`src/rtl/sram_axi_bridge.sv`:
```
// Bridges the core's SRAM-style fetch and data ports onto one AXI3 master, one single-beat transaction at a time.
// Optional BRIDGE_KSEG_MAP_EN folds kseg0/kseg1 addresses down to physical addresses.
module sram_axi_bridge (
  input  logic        clk,
  input  logic        resetn,
  input  logic        inst_sram_en,
  input  logic [31:0] inst_sram_addr,
  output logic [31:0] inst_sram_rdata,
  output logic        inst_stall,
  input  logic        data_sram_en,
  input  logic [31:0] data_sram_addr,
  input  logic [3:0]  data_sram_wen,
  input  logic [31:0] data_sram_wdata,
  output logic [31:0] data_sram_rdata,
  output logic        data_stall,
  input  logic        longest_stall,
  output logic [3:0]  arid,
  output logic [31:0] araddr,
  output logic [3:0]  arlen,
  output logic [2:0]  arsize,
  output logic [1:0]  arburst,
  output logic [1:0]  arlock,
  output logic [3:0]  arcache,
  output logic [2:0]  arprot,
  output logic        arvalid,
  input  logic        arready,
  input  logic [3:0]  rid,
  input  logic [31:0] rdata,
  input  logic [1:0]  rresp,
  input  logic        rlast,
  input  logic        rvalid,
  output logic        rready,
  output logic [3:0]  awid,
  output logic [31:0] awaddr,
  output logic [3:0]  awlen,
  output logic [2:0]  awsize,
  output logic [1:0]  awburst,
  output logic [1:0]  awlock,
  output logic [3:0]  awcache,
  output logic [2:0]  awprot,
  output logic        awvalid,
  input  logic        awready,
  output logic [3:0]  wid,
  output logic [31:0] wdata,
  output logic [3:0]  wstrb,
  output logic        wlast,
  output logic        wvalid,
  input  logic        wready,
  input  logic [3:0]  bid,
  input  logic [1:0]  bresp,
  input  logic        bvalid,
  output logic        bready
);

  typedef enum logic [2:0] {IDLE, I_AR, I_R, D_AR, D_R, D_W, D_B} state_t;

  state_t state;
  logic   inst_ok;
  logic   data_ok;

  // Only one transaction is ever outstanding, so response IDs and status carry no information.
  logic unused;
  assign unused = ^{rid, rresp, rlast, bid, bresp};

  function automatic logic [31:0] map_addr(input logic [31:0] a);
    map_addr = a & 32'hFFFF_FFFC;
`ifdef BRIDGE_KSEG_MAP_EN
    if (a[31:30] == 2'b10) map_addr = a & 32'h1FFF_FFFC;
`endif
  endfunction

  assign arlen   = 4'd0;
  assign arsize  = 3'd2;
  assign arburst = 2'b01;
  assign arlock  = 2'b00;
  assign arcache = 4'd0;
  assign arprot  = 3'd0;
  assign awid    = 4'd1;
  assign awlen   = 4'd0;
  assign awsize  = 3'd2;
  assign awburst = 2'b01;
  assign awlock  = 2'b00;
  assign awcache = 4'd0;
  assign awprot  = 3'd0;
  assign wid     = 4'd1;
  assign wlast   = 1'b1;

  assign inst_stall = inst_sram_en & ~inst_ok;
  assign data_stall = data_sram_en & ~data_ok;

  // An ok flag only survives while the pipeline is frozen; a completion seen while it advances is discarded.
  always_ff @(posedge clk or negedge resetn) begin
    if (!resetn) begin
      state           <= IDLE;
      arvalid         <= 1'b0;
      rready          <= 1'b0;
      awvalid         <= 1'b0;
      wvalid          <= 1'b0;
      bready          <= 1'b0;
      arid            <= 4'd0;
      araddr          <= 32'd0;
      awaddr          <= 32'd0;
      wdata           <= 32'd0;
      wstrb           <= 4'd0;
      inst_ok         <= 1'b0;
      data_ok         <= 1'b0;
      inst_sram_rdata <= 32'd0;
      data_sram_rdata <= 32'd0;
    end else begin
      if (!longest_stall) begin
        inst_ok <= 1'b0;
        data_ok <= 1'b0;
      end
      case (state)
        IDLE: begin
          if (data_sram_en && !data_ok) begin
            if (data_sram_wen == 4'd0) begin
              state   <= D_AR;
              arvalid <= 1'b1;
              arid    <= 4'd1;
              araddr  <= map_addr(data_sram_addr);
            end else begin
              state   <= D_W;
              awvalid <= 1'b1;
              wvalid  <= 1'b1;
              awaddr  <= map_addr(data_sram_addr);
              wdata   <= data_sram_wdata;
              wstrb   <= data_sram_wen;
            end
          end else if (inst_sram_en && !inst_ok) begin
            state   <= I_AR;
            arvalid <= 1'b1;
            arid    <= 4'd0;
            araddr  <= map_addr(inst_sram_addr);
          end
        end
        I_AR, D_AR: begin
          if (arready) begin
            arvalid <= 1'b0;
            rready  <= 1'b1;
            state   <= (state == I_AR) ? I_R : D_R;
          end
        end
        I_R: begin
          if (rvalid) begin
            rready          <= 1'b0;
            inst_sram_rdata <= rdata;
            if (longest_stall) inst_ok <= 1'b1;
            state           <= IDLE;
          end
        end
        D_R: begin
          if (rvalid) begin
            rready          <= 1'b0;
            data_sram_rdata <= rdata;
            if (longest_stall) data_ok <= 1'b1;
            state           <= IDLE;
          end
        end
        D_W: begin
          // AW and W may complete in either order; move on once neither is still pending.
          if (awready) awvalid <= 1'b0;
          if (wready) wvalid <= 1'b0;
          if ((!awvalid || awready) && (!wvalid || wready)) begin
            bready <= 1'b1;
            state  <= D_B;
          end
        end
        D_B: begin
          if (bvalid) begin
            bready <= 1'b0;
            if (longest_stall) data_ok <= 1'b1;
            state  <= IDLE;
          end
        end
        default: state <= IDLE;
      endcase
    end
  end

endmodule

```
`config.mk`:
```
export PLATFORM = sky130hd
export DESIGN_NAME = sram_axi_bridge
export DESIGN_NICKNAME = d
export VERILOG_FILES = /design/src/rtl/sram_axi_bridge.sv
export SDC_FILE = /design/constraint.sdc
export NUM_CORES = 1
export LEC_CHECK = 0
export BUFFER_PORTS_ARGS = -buffer_cell sky130_fd_sc_hd__buf_2
export CAP_MARGIN = 0
export CORE_AREA = 2 2 145 147
export DETAILED_ROUTE_END_ITERATION = 8
export DIE_AREA = 0 0 147 149
export PLACE_DENSITY_LB_ADDON = 0.1
export SLEW_MARGIN = 20
export SYNTH_ARGS = -nofsm -noshare
export SYNTH_HDL_FRONTEND = slang
export SYNTH_SLANG_ARGS = --single-unit
```
`constraint.sdc`:
```
create_clock -name clk -period 2.4 [get_ports clk]
set_clock_uncertainty 0.2 [all_clocks]
set_input_delay 0 -clock clk [delete_from_list [all_inputs] [get_ports clk]]
set_output_delay 0 -clock clk [all_outputs]
set_load 0.05 [all_outputs]
```
==> results_dict.tcl, run 1 <==
set metrics [dict create \
    routed-wl-met2_um 9736 \
    grtUsageTotal_pct 17.58 \
    post_cts_buffers 0 \
    ys_types 33 \
    synth_top_area_share_pct 60.48 \
    stdcell_area_sq_um 10790 \
    drc 0 \
    cap_violations 0 \
    cp.buffers_inverters 1 \
    synth.area.top_cells "dfrtp_1 60%, mux2_2 20%, buf_4 5.6%" \
    synth.most_common_cell "dfrtp_1" \
    die_h_um 149 \
    cts_buffer_depth 2 \
    yosysWarningCount 0 \
    fmax_mhz 470.9 \
    finalCriticalPeriod_ps 2123 \
    clkPwrFrac_pct 15.6 \
    antenna_found_initial 0 \
    first_global_vias 5857 \
    drt-pass1-iter-count 4 \
    vias_per_cell 4.494 \
    swShare_pct 51.36 \
    tightest_slew_ps 559.3 \
    fillers 1835 \
    pwr-share-seq_pct 28.6 \
    rows 53 \
    dr.max_layer_used "met4" \
    path_clk_slew_ps 60 \
    layout.nets 1133 \
    ctsHoldBuffers 140 \
    drive_gt1_share_pct 48.94 \
    slew-limit-headroom_pct 62.40 \
    static-leakage-power_uw 0.005138 \
    rsz0062_at_grt "false" \
    power_frac_comb_pct 55.8 \
    yosys-top-cells-count "171 x dfrtp_1, 125 x mux2_2, 53 x buf_4" \
    grt_pass1_wl_um 30320 \
    cts_num_sinks 171 \
    cts_resized 0 \
    n_antenna_cell 0 \
    start_kind "register" \
    die_w_um 147 \
    switching_power_uw 9094 \
    ys_ff_latch 171 \
    crit_required_ps 2500 \
    wl_per_cell_um 15.51 \
    cp-end-kind "register" \
    hpwl_um 13480 \
    crit_family "simple AND/OR/NAND/NOR gates" \
    synthArstFlopShare_pct 100.0 \
    drt_iter0_drc 150 \
    syn2layout_area_growth_pct 52.56 \
    finalHoldViolCount 0 \
    grt_max_degree 70 \
    design.die.area_sq_um 21900 \
    arrival_ps 2230 \
    period_share_pct 88.48 \
    core-area_sq_um 20560 \
    tns_ps 0 \
    fin_util_pct 52.51 \
    drt_wl_total_um 19610 \
    ir_worst_vdd_v 0.0009201 \
    hold_class "in -> reg" \
    path_cells "or3_4, nor3_4, buf_4, mux2_2" \
    clk_latency_ps 420 \
    dr_total_vias 5681 \
    h-tree-depth 4 \
    initial_core_util_pct 34.42 \
    p_int_uw 8614 \
    wl_met3_um 1519 \
    ioPinCount 375 \
    drv_slew 0 \
    synth_seq_area_share_pct 60.48 \
    slowest_delay_ps 430 \
    synth_top_area_cell "dfrtp_1" \
    syn_inst 530 \
    seqCellArea_sq_um 4279 \
    synth.avg_cell_area_sq_um 13.35 \
    setup_viol 0 \
    tritoncts "built" \
    crit_path_max_fanout 26 \
    synth_edf_count 0 \
    power_density_nw_per_um2 1641 \
    overflow 0 \
    worst_slack_ps 276.5 \
    syn_area_sq_um 7076 \
    crit_type "reg -> reg" \
    cts_made_buffers 17 \
    status "completed" \
    cts-root-buf "clkbuf_16" \
    slowest_stage "or3_4" \
    synthFlopType "dfrtp_1" \
    dpl_worst_slack_ps 273.3 \
    wl_met1_um 7951 \
    postPlaceCellArea_sq_um 8787 \
    multi_input_area_sq_um 2457 \
    gp_congestion 0.8504 \
    portBuffers 305 \
    ant_nets 0 \
]
-- cells in the final DEF, fill, tap and decap left out, drive strengths merged, types with 2 or more instances in the layout --
cell / Yosys / final
nor2b: 2 / 2
a21oi: 36 / 36
conb: 2 / 52
nor2: 36 / 36
clkinvlp: 0 / 5
inv: 4 / 8
clkbuf: 9 / 19
bufinv: 0 / 2
nand2: 10 / 10
nand2b: 2 / 2
nor3: 3 / 3
dlygate4sd3: 0 / 139
buf: 71 / 320
or3: 2 / 2
o22ai: 32 / 32
a31oi: 2 / 2
o21ai: 4 / 4
dfrtp: 171 / 171
o21a: 2 / 2
mux2: 132 / 132
-- routing by layer --
layer / up-vias / global-route usage (%)
li1: 2653 / -
met1: 2766 / 20.66
met2: 232 / 30.14
met3: 30 / 5.872
met4: 0 / 6.538
met5: - / 0
-- registers in the layout, indices dropped and copies added (netlist names) --
| signal | flops |
|---|---|
| data_sram_rdata | 32 |
| inst_sram_rdata | 32 |
| wdata | 32 |
| araddr | 30 |
| awaddr | 30 |
| wstrb | 4 |
| state | 3 |
| arid | 1 |
| arvalid | 1 |
| awvalid | 1 |
| bready | 1 |
| data_ok | 1 |
| inst_ok | 1 |
| rready | 1 |
| wvalid | 1 |
-- area by class of cell --
class | count | share of cell area [%]
clock buffers | 19 | 4.196
flip-flops and latches | 171 | 39.64
inverters | 5 | 0.1739
clock inverters | 11 | 1.252
multi-input cells | 324 | 22.77
repair buffers | 459 | 28.78
well taps | 275 | 3.188
-- worst paths after layout --
kind / from / endpoint / slack (ps) / cells past startpoint
worst min register to register: wdata[11]$_DFFE_PN0P_ / wdata[11]$_DFFE_PN0P_ / 280 / 1
worst max register to register: state[1]$_DFFE_PN0P_ / wdata[20]$_DFFE_PN0P_ / 280 / 4
min in group asynchronous: resetn / wdata[21]$_DFFE_PN0P_ / 490 / 4
worst min-delay path: data_sram_wdata[11] / wdata[11]$_DFFE_PN0P_ / 140 / 3
max in group asynchronous: resetn / data_sram_rdata[3]$_DFFE_PN0P_ / 1150 / 4
worst max-delay path: state[1]$_DFFE_PN0P_ / wdata[20]$_DFFE_PN0P_ / 280 / 4
-- through the flow --
step	cells	hold slack (ps)	power, uW
global route	1264	121.3	18580
finish	1264	135.3	17710
floorplan	580	-495.6	12520
global placement	1094	-223.6	14730
CTS	1264	101.5	17880
detailed placement	1094	-212.6	14870
-- power groups by stage --
stage / clock network [uW] / registers, uW / logic [uW]
3_3_place_gp: 0 / 5030 / 9700
6_report: 2770 / 5060 / 9890
3_5_place_dp: 0 / 5090 / 9780
5_1_grt: 2980 / 5260 / 10300
2_1_floorplan: 0 / 10100 / 2420
4_1_cts: 2840 / 5070 / 9970
-- worst reg2reg max path, cell delays in order, from the launching register on --
cell and delay, ps:
dfrtp_1 380, or3_4 430, nor3_4 230, buf_4 370, mux2_2 410
-- logic make-up (layout without fill, tap and decap cells) --
kind of cell / count (synthesis) / after routing / synth area share [%]
DFF: 171 / 171 / 60.48
muxes: 133 / 133 / 21.15
other: 2 / 52 / 0.1061
xor gates and xnor gates: 1 / 1 / 0.1238
AOI/OAI and AO/OA: 80 / 80 / 6.560
buffers and inverters: 85 / 494 / 7.727
and+or+nand+nor: 58 / 58 / 3.855
(Power assumes the default switching activity.)
==> run 2: changes to the inputs <==
--- a/config.mk
+++ b/config.mk
@@ -5,11 +5,12 @@
 export SDC_FILE = /design/constraint.sdc
 export NUM_CORES = 1
 export LEC_CHECK = 0
+export ABC_AREA = 1
 export BUFFER_PORTS_ARGS = -buffer_cell sky130_fd_sc_hd__buf_2
-export CAP_MARGIN = 0
-export CORE_AREA = 2 2 145 147
+export CAP_MARGIN = 20
+export CORE_AREA = 2 2 146 148
 export DETAILED_ROUTE_END_ITERATION = 8
-export DIE_AREA = 0 0 147 149
+export DIE_AREA = 0 0 148 150
 export PLACE_DENSITY_LB_ADDON = 0.1
 export SLEW_MARGIN = 20
 export SYNTH_ARGS = -nofsm -noshare
==> run 2 against run 1 <==
Combinational power down 11%. Synthesized cell count up 63%. Hold slack worse by 36 ps. Clock power down 5%. First-iteration DRC count up 55%. Wire length up 8.3%. Fmax down 3.6%. Die area up 1.4%. Power down 8.2%. Global-route usage up 1.5 points. Critical endpoint is now arvalid$_DFFE_PN0P_. Largest power group unchanged.
==> results_dict.tcl, run 2 <==
set metrics [dict create \
    synth.area.top_cells "dfrtp_1 58%, nand2_1 19%, o21ai_0 8.4%" \
    start_kind "register" \
    stdcell_area_sq_um 10940 \
    h-tree-depth 4 \
    ir_worst_vdd_v 0.0007832 \
    tns_ps 0 \
    fmax_mhz 453.8 \
    p_total_uw 16260 \
    ioPinCount 375 \
    syn_area_sq_um 7345 \
    fillers 2018 \
    final_common_cell "nand2_1" \
    finalHoldViolCount 0 \
    hpwl_um 14190 \
    r2r-start "state[2]$_DFFE_PN0P_" \
    ys_ff_latch 171 \
    startpoint "state[2]$_DFFE_PN0P_" \
    cap_violations 0 \
    crit_required_ps 2490 \
    portBuffers 305 \
    postPlaceCellArea_sq_um 8952 \
    clk_latency_ps 410 \
    arrival_ps 2290 \
    synth_edf_count 0 \
    layout.nets 1453 \
    yosysWarningCount 0 \
    grt_pass1_wl_um 33130 \
    drt_wl_total_um 21240 \
    synthFlopType "dfrtp_1" \
    core-area_sq_um 20690 \
    yosys-top-cells-count "363 x nand2_1, 171 x dfrtp_1, 124 x o21ai_0" \
    r2r.worst_path.cells 9 \
    crit_path_end "arvalid$_DFFE_PN0P_" \
    n_antenna_cell 0 \
    rrSetupSlack_ps 200 \
    synth_top_area_share_pct 58.26 \
    cp-end-kind "register" \
    overflow 0 \
    drc 0 \
    crit_path_max_fanout 32 \
    syn2layout_area_growth_pct 48.93 \
    rsz0062_at_grt "false" \
    static-leakage-power_uw 0.006190 \
    synth.most_common_cell "nand2_1" \
    first_global_vias 6468 \
    cts_buffer_depth 2 \
    wl_per_cell_um 13.40 \
    r2r-end "arvalid$_DFFE_PN0P_" \
    ys_types 20 \
    grtUsageTotal_pct 19.04 \
    syn_inst 864 \
    drv_slew 0 \
    reg_top3 "data_sram_rdata (32), inst_sram_rdata (32), wdata (32)" \
    tritoncts "built" \
    die_h_um 150 \
    synth.avg_cell_area_sq_um 8.501 \
    period_share_pct 91.83 \
    hold_class "in -> reg" \
    crit_type "reg -> reg" \
    initial_core_util_pct 35.50 \
    status "completed" \
    vias_per_cell 4.223 \
    path_clk_slew_ps 70 \
    synthArstFlopShare_pct 100.0 \
    gp_congestion 0.7488 \
    synth_seq_area_share_pct 58.26 \
    antenna_found_initial 0 \
    cts_made_buffers 17 \
    tightest_slew_ps 627.7 \
    setup_viol 0 \
    cts_num_sinks 171 \
    finalCriticalPeriod_ps 2204 \
    rows 53 \
    fin_cells 1585 \
    drive_gt1_share_pct 27.33 \
    dpl.cell_count 1412 \
    final_cell_mix "363 x nand2_1, 304 x buf_2, 171 x dfrtp_1, 142 x dlygate4sd3_1, 124 x o21ai_0" \
    dr_total_vias 6694 \
    die_w_um 148 \
    drt_iter0_drc 232 \
    slew-limit-headroom_pct 58.16 \
    power_density_nw_per_um2 1487 \
    grt_max_degree 67 \
    cts-root-buf "clkbuf_16" \
    synth_top_area_cell "dfrtp_1" \
    design.die.area_sq_um 22200 \
    fin_util_pct 52.87 \
    drt-pass1-iter-count 4 \
    ant_nets 0 \
]
[run 2: final cells by class]
cell class                      instances  area [sq um]  area share, %
Sequential cell                       171          4279          39.12
Timing Repair Buffer                  458          3103          28.37
Multi-Input combinational cell        568          2344          21.43
Clock buffer                           19         442.9          4.049
Tap cell                              275         344.1          3.146
Inverter                               82         307.8          2.814
Clock inverter                         12         117.6          1.075
[run 2: per-layer routing]
| metal | track usage (%) | up-vias | wire [um] | part of all wire (%) |
|---|---|---|---|---|
| met5 | 0 | - | 0 | 0 |
| met4 | 6.667 | 0 | 428 | 2.0 |
| met3 | 5.854 | 29 | 1632 | 7.7 |
| met2 | 31.92 | 222 | 10230 | 48 |
| met1 | 23.34 | 3024 | 8945 | 42 |
| li1 | - | 3419 | - | - |
[run 2: kinds of logic (layout without fill, tap and decap cells)]
logic type / Yosys count / in the layout / synth area share [%]
simple gates: 388 / 388 / 20.51
other cells: 2 / 52 / 0.1023
buf+inv: 175 / 571 / 12.38
flops: 171 / 171 / 58.26
compound gates: 128 / 128 / 8.739
[run 2: critical path, stage by stage (launching register included)]
cell,delay (ps)
dfrtp_1,470
inv_2,110
nand3_2,120
inv_2,60
nand3_4,70
buf_6,250
nand3_1,110
dlygate4sd3_1,570
nand2_1,60
nand2_1,50
[run 2: timing repair]
item                       CTS  global route
resized for setup            0             1
hold buffers               142             0
setup endpoints to repair    0             1
hold endpoints to repair   342             0
buffers inserted             0             0
[run 2: metrics by stage]
step                setup slack [ps]  hold WS (ps)
global route                   34.20         107.8
global placement               556.5        -156.0
floorplan                      597.8        -495.6
CTS                            82.66         69.51
detailed placement             518.4        -156.1
finish                         196.2         99.31
[run 2: power breakdown]
part | switching, uW | leakage, uW | internal (uW) | total [uW]
clock network | 1170 | 0.000256 | 1460 | 2630
registers | 667 | 0.00214 | 4180 | 4850
logic | 6860 | 0.00379 | 1920 | 8780
total | 8700 | 0.00619 | 7560 | 16300
[run 2: worst min-delay path by stage]
| stage | from | endpoint | depth (start not counted) |
|---|---|---|---|
| 2_1_floorplan | resetn | araddr[10]$_DFFE_PN0P_ | 0 |
| 3_3_place_gp | resetn | data_sram_rdata[11]$_DFFE_PN0P_ | 1 |
| 3_5_place_dp | resetn | data_sram_rdata[11]$_DFFE_PN0P_ | 1 |
| 4_1_cts | data_sram_wdata[24] | wdata[24]$_DFFE_PN0P_ | 4 |
| 5_1_grt | data_sram_wdata[6] | wdata[6]$_DFFE_PN0P_ | 4 |
| 6_report | data_sram_wdata[2] | wdata[2]$_DFFE_PN0P_ | 4 |
==> run 3: changes to the inputs <==
==> constraint.sdc (replaced) <==
create_clock -name clk -period 2.4 [get_ports clk]
set_clock_uncertainty 0.2 [all_clocks]
set_input_delay 0.12 -clock clk [delete_from_list [all_inputs] [get_ports clk]]
set_output_delay 0.12 -clock clk [all_outputs]
set_load 0.05 [all_outputs]
==> run 3 against run 2 <==
Fmax rose by 4.1%. Global-route usage rose by 0.41 points. Register-to-register slack gained 90 ps. Flip-flop and latch count is the same. Sequential power hardly changed. Cell count down 0.19%. Hold slack got worse by 70 ps. Final area shrank 0.23%. Critical path type unchanged. Highest routed layer unchanged.
==> results_dict.tcl, run 3 (synthesis gave the netlist of run 2 again) <==
set metrics [dict create \
    vias_per_cell 4.261 \
    tns_ps 0 \
    worst_slack_ps 282.1 \
    portBuffers 305 \
    antenna_found_initial 0 \
    fillers 1994 \
    setup_viol 0 \
    r2r-end "araddr[22]$_DFFE_PN0P_" \
    ir_worst_vdd_v 0.0006612 \
    cts_num_sinks 171 \
    grtUsageTotal_pct 19.45 \
    clk_latency_ps 420 \
    slowest_delay_ps 570 \
    layout.nets 1449 \
    r2r.worst_path.cells 10 \
    syn2layout_area_growth_pct 48.59 \
    start_kind "register" \
    rrSetupSlack_ps 280 \
    slowest_stage "dlygate4sd3_1" \
    crit_path_max_fanout 32 \
    crit_type "reg -> reg" \
    drc 0 \
    slew-limit-headroom_pct 59.46 \
    final_common_cell "nand2_1" \
    crit_top_cell "nand2_1" \
    die_h_um 150 \
    final_cell_mix "363 x nand2_1, 304 x buf_2, 171 x dfrtp_1, 139 x dlygate4sd3_1, 124 x o21ai_0" \
    initial_core_util_pct 35.50 \
    hpwl_um 14010 \
    path_clk_slew_ps 60 \
    ant_nets 0 \
    overflow 0 \
    whs_path_depth 7 \
    first_global_vias 6521 \
    reg_top3 "data_sram_rdata (32), inst_sram_rdata (32), wdata (32)" \
    h-tree-depth 4 \
    drv_slew 0 \
    finalCriticalPeriod_ps 2118 \
    p_total_uw 16290 \
    rsz0062_at_grt "false" \
    power_density_nw_per_um2 1493 \
    drt-pass1-iter-count 5 \
    grt_pass1_wl_um 34000 \
    grt_max_degree 67 \
    period_share_pct 88.25 \
    gp_congestion 0.7478 \
    dr_total_vias 6741 \
    cp.buffers_inverters 4 \
    hold_end "rready$_DFFE_PN0P_" \
    static-leakage-power_uw 0.006193 \
    design.die.area_sq_um 22200 \
    cap_violations 0 \
    tritoncts "built" \
    cts_buffer_depth 2 \
    path_cells "inv_1, nand2_1, nand2_1, dlygate4sd3_1, inv_1, nor2_2, nand2_2, buf_4, nand2_1, nand2_1" \
    drive_gt1_share_pct 27.39 \
    crit_required_ps 2510 \
    dpl_worst_slack_ps 525.3 \
    hold_class "in -> reg" \
    crit_family "buffers and inverters" \
    cp-end-kind "register" \
    fmax_mhz 472.2 \
    wl_per_cell_um 13.44 \
    core-area_sq_um 20690 \
    cts-root-buf "clkbuf_16" \
    die_w_um 148 \
    ioPinCount 375 \
    r2r-start "inst_ok$_DFF_PN0_" \
    n_antenna_cell 0 \
    status "completed" \
    cts_made_buffers 17 \
    drt_iter0_drc 288 \
    min-delay-start "rvalid" \
    tightest_slew_ps 608.0 \
    drt_wl_total_um 21270 \
    arrival_ps 2230 \
    finalHoldViolCount 0 \
    rows 53 \
]
[run 3: per-layer routing]
layer | routed length [um] | track usage [%]
met5 | 0 | 0
met2 | 10160 | 32.11
met1 | 9290 | 24.89
met3 | 1468 | 5.549
met4 | 345 | 5.952
[run 3: how the worst max path moves through the flow]
stage	endpoint	slack, ps	startpoint	cells after the start
CTS	araddr[26]$_DFFE_PN0P_	100	inst_ok$_DFF_PN0_	10
floorplan	wdata[10]$_DFFE_PN0P_	600	data_ok$_DFF_PN0_	8
detailed placement	awaddr[3]$_DFFE_PN0P_	530	state[1]$_DFFE_PN0P_	6
global placement	araddr[26]$_DFFE_PN0P_	560	state[2]$_DFFE_PN0P_	7
global route	araddr[4]$_DFFE_PN0P_	130	data_ok$_DFF_PN0_	10
finish	araddr[22]$_DFFE_PN0P_	280	inst_ok$_DFF_PN0_	10
[run 3: cell type report]
cell class | count | area [sq um] | share of cell area [%]
sequential | 171 | 4279 | 39.21
timing repair buffer | 454 | 3062 | 28.06
multi-input combinational | 568 | 2344 | 21.47
clock buffer | 19 | 442.9 | 4.059
tap | 275 | 344.1 | 3.153
inverter | 82 | 310.3 | 2.843
clock inverter | 13 | 131.4 | 1.204
[run 3: repair_timing]
item / in CTS / in global routing
endpoints found under the hold margin: 341 / 0
buffers inserted: 0 / 0
hold buffers: 140 / 0
resized for setup: 0 / 2
setup endpoints to repair: 0 / 43
[run 3: power by group]
| group | internal [uW] | switching, uW |
|---|---|---|
| registers | 4180 | 666 |
| logic | 1900 | 6850 |
| clock network | 1480 | 1210 |
[run 3: through the flow]
step           utilization [%]  area [sq um]  instances  hold WS, ps
3_5_place_dp             43.23          8945       1411       -115.2
4_1_cts                  52.78         10920       1583        14.60
6_report                 52.75         10910       1582        29.31
5_1_grt                  52.75         10910       1582        142.1
2_1_floorplan                -          7532        914       -375.6
3_3_place_gp             43.23          8945       1411       -108.5
[run 3: worst min-delay path, delay by kind of cell]
kind	cells	cell delay, ps
buffers and inverters	3	240
AND/OR/NAND/NOR	4	250
